File: src/rtl/switch_router.sv
// Ingress routing stage of the 4-port switch: holds the per-port address
// registers, routes each framed packet by its DA byte, checks the XOR FCS and counts drops.
module switch_router (
  input  logic       clk,
  input  logic       reset_n,
  input  logic       mem_en,
  input  logic       mem_rd_wr,
  input  logic [1:0] mem_add,
  input  logic [7:0] mem_data,
  output logic [7:0] mem_rdata,
  input  logic       data_status,
  input  logic [7:0] data_in,
  output logic [3:0] port_valid,
  output logic [7:0] port_data,
  output logic       pkt_done,
  output logic       fcs_err,
  output logic       pkt_abort,
  output logic [7:0] drop_cnt
);

  typedef enum logic [2:0] {
    S_IDLE,
    S_SA,
    S_LEN,
    S_PAYLOAD,
    S_FCS
  } state_t;

  function automatic logic [7:0] sat_inc(input logic [7:0] v);
    return (v == 8'hFF) ? v : v + 8'd1;
  endfunction

  function automatic logic [3:0] onehot(input logic [1:0] idx);
    return 4'b0001 << idx;
  endfunction

  state_t      state_q, state_d;
  logic [7:0]  addr_q [4];
  logic [3:0]  cfg_vld_q;
  logic [7:0]  mem_rdata_q;
  logic        drop_q, drop_d;
  logic [1:0]  dst_q, dst_d;
  logic [7:0]  fcs_acc_q, fcs_acc_d;
  logic [7:0]  remain_q, remain_d;
  logic [3:0]  port_valid_q, port_valid_d;
  logic [7:0]  port_data_q, port_data_d;
  logic        pkt_done_q, pkt_done_d;
  logic        fcs_err_q, fcs_err_d;
  logic        pkt_abort_q, pkt_abort_d;
  logic [7:0]  drop_cnt_q, drop_cnt_d;
  logic        hit;
  logic [1:0]  hit_idx;

  // DA lookup against the registered config, so a same-edge write is not seen.
  always_comb begin
    hit     = 1'b0;
    hit_idx = 2'd0;
    for (int i = 3; i >= 0; i--) begin
      if (cfg_vld_q[i] && (addr_q[i] == data_in)) begin
        hit     = 1'b1;
        hit_idx = i[1:0];
      end
    end
  end

  always_comb begin
    state_d      = state_q;
    drop_d       = drop_q;
    dst_d        = dst_q;
    fcs_acc_d    = fcs_acc_q;
    remain_d     = remain_q;
    port_valid_d = 4'b0000;
    port_data_d  = port_data_q;
    pkt_done_d   = 1'b0;
    fcs_err_d    = 1'b0;
    pkt_abort_d  = 1'b0;
    drop_cnt_d   = drop_cnt_q;

    if (state_q == S_IDLE) begin
      if (data_status) begin
        dst_d        = hit_idx;
        drop_d       = !hit;
        fcs_acc_d    = data_in;
        port_data_d  = data_in;
        port_valid_d = hit ? onehot(hit_idx) : 4'b0000;
        state_d      = S_SA;
      end
    end else if (!data_status) begin
      pkt_abort_d = 1'b1;
      state_d     = S_IDLE;
    end else begin
      port_data_d  = data_in;
      port_valid_d = drop_q ? 4'b0000 : onehot(dst_q);
      fcs_acc_d    = fcs_acc_q ^ data_in;
      case (state_q)
        S_SA: state_d = S_LEN;
        S_LEN: begin
          remain_d = data_in;
          state_d  = (data_in == 8'd0) ? S_FCS : S_PAYLOAD;
        end
        S_PAYLOAD: begin
          remain_d = remain_q - 8'd1;
          if (remain_q == 8'd1) state_d = S_FCS;
        end
        S_FCS: begin
          fcs_acc_d  = fcs_acc_q;
          pkt_done_d = 1'b1;
          fcs_err_d  = (data_in != fcs_acc_q);
          if (drop_q) drop_cnt_d = sat_inc(drop_cnt_q);
          state_d    = S_IDLE;
        end
        default: state_d = S_IDLE;
      endcase
    end
  end

  always_ff @(posedge clk) begin
    if (!reset_n) begin
      state_q      <= S_IDLE;
      cfg_vld_q    <= 4'b0000;
      mem_rdata_q  <= 8'h00;
      drop_q       <= 1'b0;
      dst_q        <= 2'd0;
      port_valid_q <= 4'b0000;
      port_data_q  <= 8'h00;
      pkt_done_q   <= 1'b0;
      fcs_err_q    <= 1'b0;
      pkt_abort_q  <= 1'b0;
      drop_cnt_q   <= 8'h00;
      for (int i = 0; i < 4; i++) addr_q[i] <= 8'h00;
    end else begin
      state_q      <= state_d;
      drop_q       <= drop_d;
      dst_q        <= dst_d;
      port_valid_q <= port_valid_d;
      port_data_q  <= port_data_d;
      pkt_done_q   <= pkt_done_d;
      fcs_err_q    <= fcs_err_d;
      pkt_abort_q  <= pkt_abort_d;
      drop_cnt_q   <= drop_cnt_d;
      if (mem_en && mem_rd_wr) begin
        addr_q[mem_add]    <= mem_data;
        cfg_vld_q[mem_add] <= 1'b1;
      end
      if (mem_en && !mem_rd_wr) mem_rdata_q <= addr_q[mem_add];
    end
  end

  // Packet scratch state is only meaningful between DA and FCS.
  always_ff @(posedge clk) begin
    fcs_acc_q <= fcs_acc_d;
    remain_q  <= remain_d;
  end

  assign mem_rdata  = mem_rdata_q;
  assign port_valid = port_valid_q;
  assign port_data  = port_data_q;
  assign pkt_done   = pkt_done_q;
  assign fcs_err    = fcs_err_q;
  assign pkt_abort  = pkt_abort_q;
  assign drop_cnt   = drop_cnt_q;

endmodule

File: config.mk
export PLATFORM = sky130hd
export DESIGN_NAME = switch_router
export DESIGN_NICKNAME = d
export VERILOG_FILES = /design/src/rtl/switch_router.sv
export SDC_FILE = /design/constraint.sdc
export NUM_CORES = 1
export LEC_CHECK = 0
export BUFFER_PORTS_ARGS = -buffer_cell sky130_fd_sc_hd__buf_4
export CAP_MARGIN = 20
export CORE_UTILIZATION = 62
export DETAILED_ROUTE_END_ITERATION = 10
export GPL_TIMING_DRIVEN = 0
export PLACE_DENSITY = 0.91
export SETUP_SLACK_MARGIN = 0.3
export SYNTH_ARGS = -nofsm -noshare
export SYNTH_HDL_FRONTEND = slang
export SYNTH_SLANG_ARGS = --single-unit
export TNS_END_PERCENT = 5
File: constraint.sdc
create_clock -name clk -period 4.23 [get_ports clk]
set_input_delay 0.846 -clock clk [delete_from_list [all_inputs] [get_ports clk]]
set_output_delay 0.846 -clock clk [all_outputs]
set_load 0.005 [all_outputs]
Word level (Yosys, flattened, before mapping). Memories as Yosys holds them, arrays and structs flattened. A register that Yosys moved wholly into a read port is not among the register bits. Index checks and enable logic that the tools add are counted.

Bits in writable memories: 32. Register bits: 49. Memories: 1.

Add/sub/neg operators: 2. Multiplexer cells: 35. Magnitude comparators: 2. Shift-type cells: 2. Bitwise logic cells: 7. Reduce and logical (&&, ||, !) cells: 22. Equal/unequal tests: 14.

Memory list: addr_q (words 4, bits a word 8, rd ports 5, clocked after memory_dff 1, write ports 4, line 38) `logic [7:0] addr_q [4];`.

Operator list (number): $mux W8 (5); $eq A8 B8 Y1 (4); $mux W4 (5); $pmux W8 S2 (1); $mux W3 (5); $mux W1 (12); $mux W2 (5); $pmux W3 S3 (1); $add A8 B1 Y8 const B (1); $eq A8 B1 Y1 const B (1); $eq A8 B8 Y1 const B (1); $logic_not A8 Y1 (1); $ne A8 B8 Y1 (1); $reduce_or A8 Y1 (1); $shl A1 B2 Y4 const A (2); $sub A8 B1 Y8 const B (1); $xor A8 B8 Y8 (1); $logic_and A1 B1 Y1 (7); $eq A3 B2 Y1 const B (2); $reduce_and A2 Y1 (3); $not A1 Y1 (5); $reduce_and A5 Y1 (1); $ne A2 B2 Y1 const B (2); $ne A4 B4 Y1 const B (1); other kinds (13) (15).

Depth between registers and ports, before layout.
Depth in word-level cells: 10. Mapped depth: 6. Depth with buffers taken out: 6.

Worst setup path before layout. OpenSTA, ideal clock, no wires.

Path type: input to register. From: in mem_add[0]. To: mem addr_q[0][0] (enable). Library setup time: 0.384 ns. Path slack: 1.672 ns. Arrival time: 2.174 ns. Data required time: 3.846 ns. Stages on the path: 4. Cell sequence: clkbuf_1 > or2_2 > clkbuf_1 > o21ai_0.

RTL lines: start, declared (line 8) `input logic [1:0] mem_add,`; end, declared (line 38).

==> results by group <==
Synthesis
  – Synthesized net count: 439
  – Cells after Synth: 413
  – Synth cell count leaders: nand2_1 (58), edfxtp_1 (48), dfxtp_1 (41)
  – Sequential element share of the synthesized area: 51.7%
  – Yosys warning total: 0
  – Number of synthesized flops with an enable pin: 48
  – Most common cell in the netlist: nand2_1
  – Post-synth top flop: edfxtp_1
  – Yosys top cell area share: 33.0%
  – Synth cell types: 43
  – Synthesis-stage register bit count: 89
  – Cell Area, Synth: 4370 um^2
  – Async set-or-reset flop fraction in the synthesized netlist: 0%
  – Top cell type by total area after synthesis: edfxtp_1
  – Synth Area per Inst: 10.6 um^2
  – Ranking of synthesized cells by area: edfxtp_1 (33%), dfxtp_1 (19%), xnor2_1 (8.0%)

STA
  – Tmin final: 2.53 ns
  – RSZ-0062 raised after global routing: no
  – Final setup viols: 0
  – Worst setup margin: 1.70 ns
  – Clock skew: 0.00856 ns
  – Hold Fails Final Rpt: 0
  – F_max: 0.395 GHz
  – Slew @ Worst Pin: 0.819 ns
  – Period utilization: 59.9%
  – Slew Viols, Final: 0
  – Slew margin rel.: 45.2%
  – Setup_tns: 0 ns

Setup path
  – Type of the worst setup path: input port to register
  – Worst-path fanout max: 10
  – Startpoint types: input port
  – RR Endpoint: port_valid[2]$_SDFF_PN0_
  – CP arrival: 2.62 ns
  – Crit path cell chain: buf_4, clkbuf_1, or2_2, clkbuf_1, o21ai_0, buf_4
  – CP required: 4.32 ns
  – R2R Setup Slk: 2.42 ns
  – Largest stage delay, worst path: 0.46 ns
  – Worst setup EP type: register
  – R2R cell count: 5
  – R2r startpoint: addr_q[0][7]$_SDFFCE_PN0P_
  – Slowest cell on the critical path: o21ai_0

Floorplanning
  – Core Box Area: 6790 um^2
  – Die area: 7400 um^2
  – Width of the chip: 86.0 um
  – Num rows: 30
  – Initial Util: 64.4%
  – Die Height: 86.0 um
  – Io pins: 54

Job
  – Max Cap Viol: 0

Clocking
  – Root Buffer: clkbuf_8
  – Clk sinks: 89
  – Hold buffers post-CTS: 0
  – Clk pin slew, worst setup/hold paths: 0.09 ns
  – TritonCTS Buffers: 9
  – CTS tree: done
  – Clk_lat worst skew: 0.37 ns
  – Post-CTS Setup Inserts: 0
  – Htree depth: 3
  – Clock buffer depth: 2
  – # resized after CTS: 0

Min path
  – Hold EP: cfg_vld_q[2]$_SDFFE_PN0P_
  – Hold Startpoint: cfg_vld_q[2]$_SDFFE_PN0P_
  – Hold Path Depth: 2
  – Hold Crit Class: register to register

Global route
  – Initial antenna violation count: 0
  – GRT overflow: 0
  – Largest net degree at the start of global routing: 15
  – Vias in the first global route: 3,272
  – GRT Total Usage: 30.1%
  – First-pass GRT wire length: 16,300 um

Route
  – DRC errors left: 0
  – WL/cell: 18.2 um
  – Drt via density: 5.83
  – DRT Wirelength: 10,400 um
  – Routed Antenna Nets: 0
  – DR pass1 iterations: 5
  – Initial drt markers: 352
  – Vias: 3,336

Placement
  – DP Worst Slack: 1.40 ns
  – Dpl cell area: 4850 um^2
  – # port buffers: 44
  – Detail Placement HPWL: 7030 um
  – RePlAce Congestion: 0.873

Pwr
  – Cell Pwr Density: 356 nW/um^2
  – Static Leakage: 0.00192 uW
  – Max VDD drop: 284 uV

Layout
  – Antenna Cells: 0
  – Post-layout nets: 497
  – Share of layout cells above drive strength 1: 18.3%
  – Design area: 5050 um^2
  – Synthesis-to-finish area growth: 15.4%

Run status
  – Status: finished clean
## critical path: cells and delay by family
family / cells / cell delay [ns]
and+or+nand+nor: 1 / 0.39
buffers and inverters: 4 / 0.93
AOI/OAI and AO/OA: 1 / 0.46
## how the worst max path moves through the flow
stage,startpoint,endpoint,slack (ns),depth (start not counted)
2_1_floorplan,mem_add[0],addr_q[0][0]$_SDFFCE_PN0P_,1.67,4
3_3_place_gp,mem_add[0],addr_q[0][3]$_SDFFCE_PN0P_,1.06,5
3_5_place_dp,mem_add[0],addr_q[0][3]$_SDFFCE_PN0P_,1.40,6
4_1_cts,mem_add[0],addr_q[0][0]$_SDFFCE_PN0P_,1.72,6
5_1_grt,mem_add[0],addr_q[0][0]$_SDFFCE_PN0P_,1.63,6
6_report,mem_add[0],addr_q[0][3]$_SDFFCE_PN0P_,1.70,6
## through the flow
step	hold WS, ns	std cells	utilization [%]	power, uW
6_report	0.463	572	74.3	1800
5_1_grt	0.496	572	74.3	1840
4_1_cts	0.463	572	74.3	1790
3_5_place_dp	0.444	556	71.3	1210
3_3_place_gp	0.435	553	71.0	1200
2_1_floorplan	0.425	413	-	1140
## layout make-up
cell class / instances / area (um^2)
plain buffers: 26 / 149
clock buffers: 13 / 181
clock inverters: 3 / 20.0
fillers: 419 / 1750
inverters: 15 / 56.3
multi-input cells: 283 / 1910
flip-flops and latches: 89 / 2260
well taps: 96 / 120
repair buffers: 47 / 353
## power breakdown
part	switching [uW]	internal (uW)
clock	310	285
combinational	116	99.5
sequential	30.6	955
total	457	1340
## cell usage in the layout (no fill, tap or decap), types with 7 or more instances in the layout
cell type and n:
inv_1 15, edfxtp_1 48, clkbuf_1 14, nor4_1 8, dfxtp_1 41, buf_4 54
a21boi_0 12, o21ai_0 18, mux2i_1 9, and2_1 7, mux4_2 8, nor2b_1 10
xor2_1 19, nand2_1 58, nand4_1 8, nor3_1 7, xnor2_1 40, nor2_1 32
clkbuf_8 9, nand3_1 8
## layer usage
| layer | up-vias | GRT usage (%) | wire (um) |
|---|---|---|---|
| met5 | - | 0 | 0 |
| met4 | 0 | 12.0 | 257 |
| met3 | 29 | 9.72 | 1010 |
| met2 | 193 | 48.9 | 5150 |
| met1 | 1588 | 37.3 | 4010 |
| li1 | 1526 | - | - |
## kinds of logic (layout without fill, tap and decap cells)
logic type,Yosys count,after routing,synth area share [%]
XOR/XNOR,59,59,11.8
flip-flops,89,89,51.7
buffers and inverters,41,104,4.69
adder cells (fa/ha/maj),3,3,0.858
AO/OA/AOI/OAI,45,45,6.67
multiplexers,17,17,6.18
AND/OR/NAND/NOR,159,159,18.1
## sequential cells by signal (all words and copies together) (netlist names)
register and count:
addr_q 32, drop_cnt 8, fcs_acc_q 8, mem_rdata 8
port_data 8, remain_q 8, cfg_vld_q 4, port_valid 4
state_q 3, dst_q 2, drop_q 1, fcs_err 1
pkt_abort 1, pkt_done 1
Note: power is estimated with default switching activity, not from simulation.
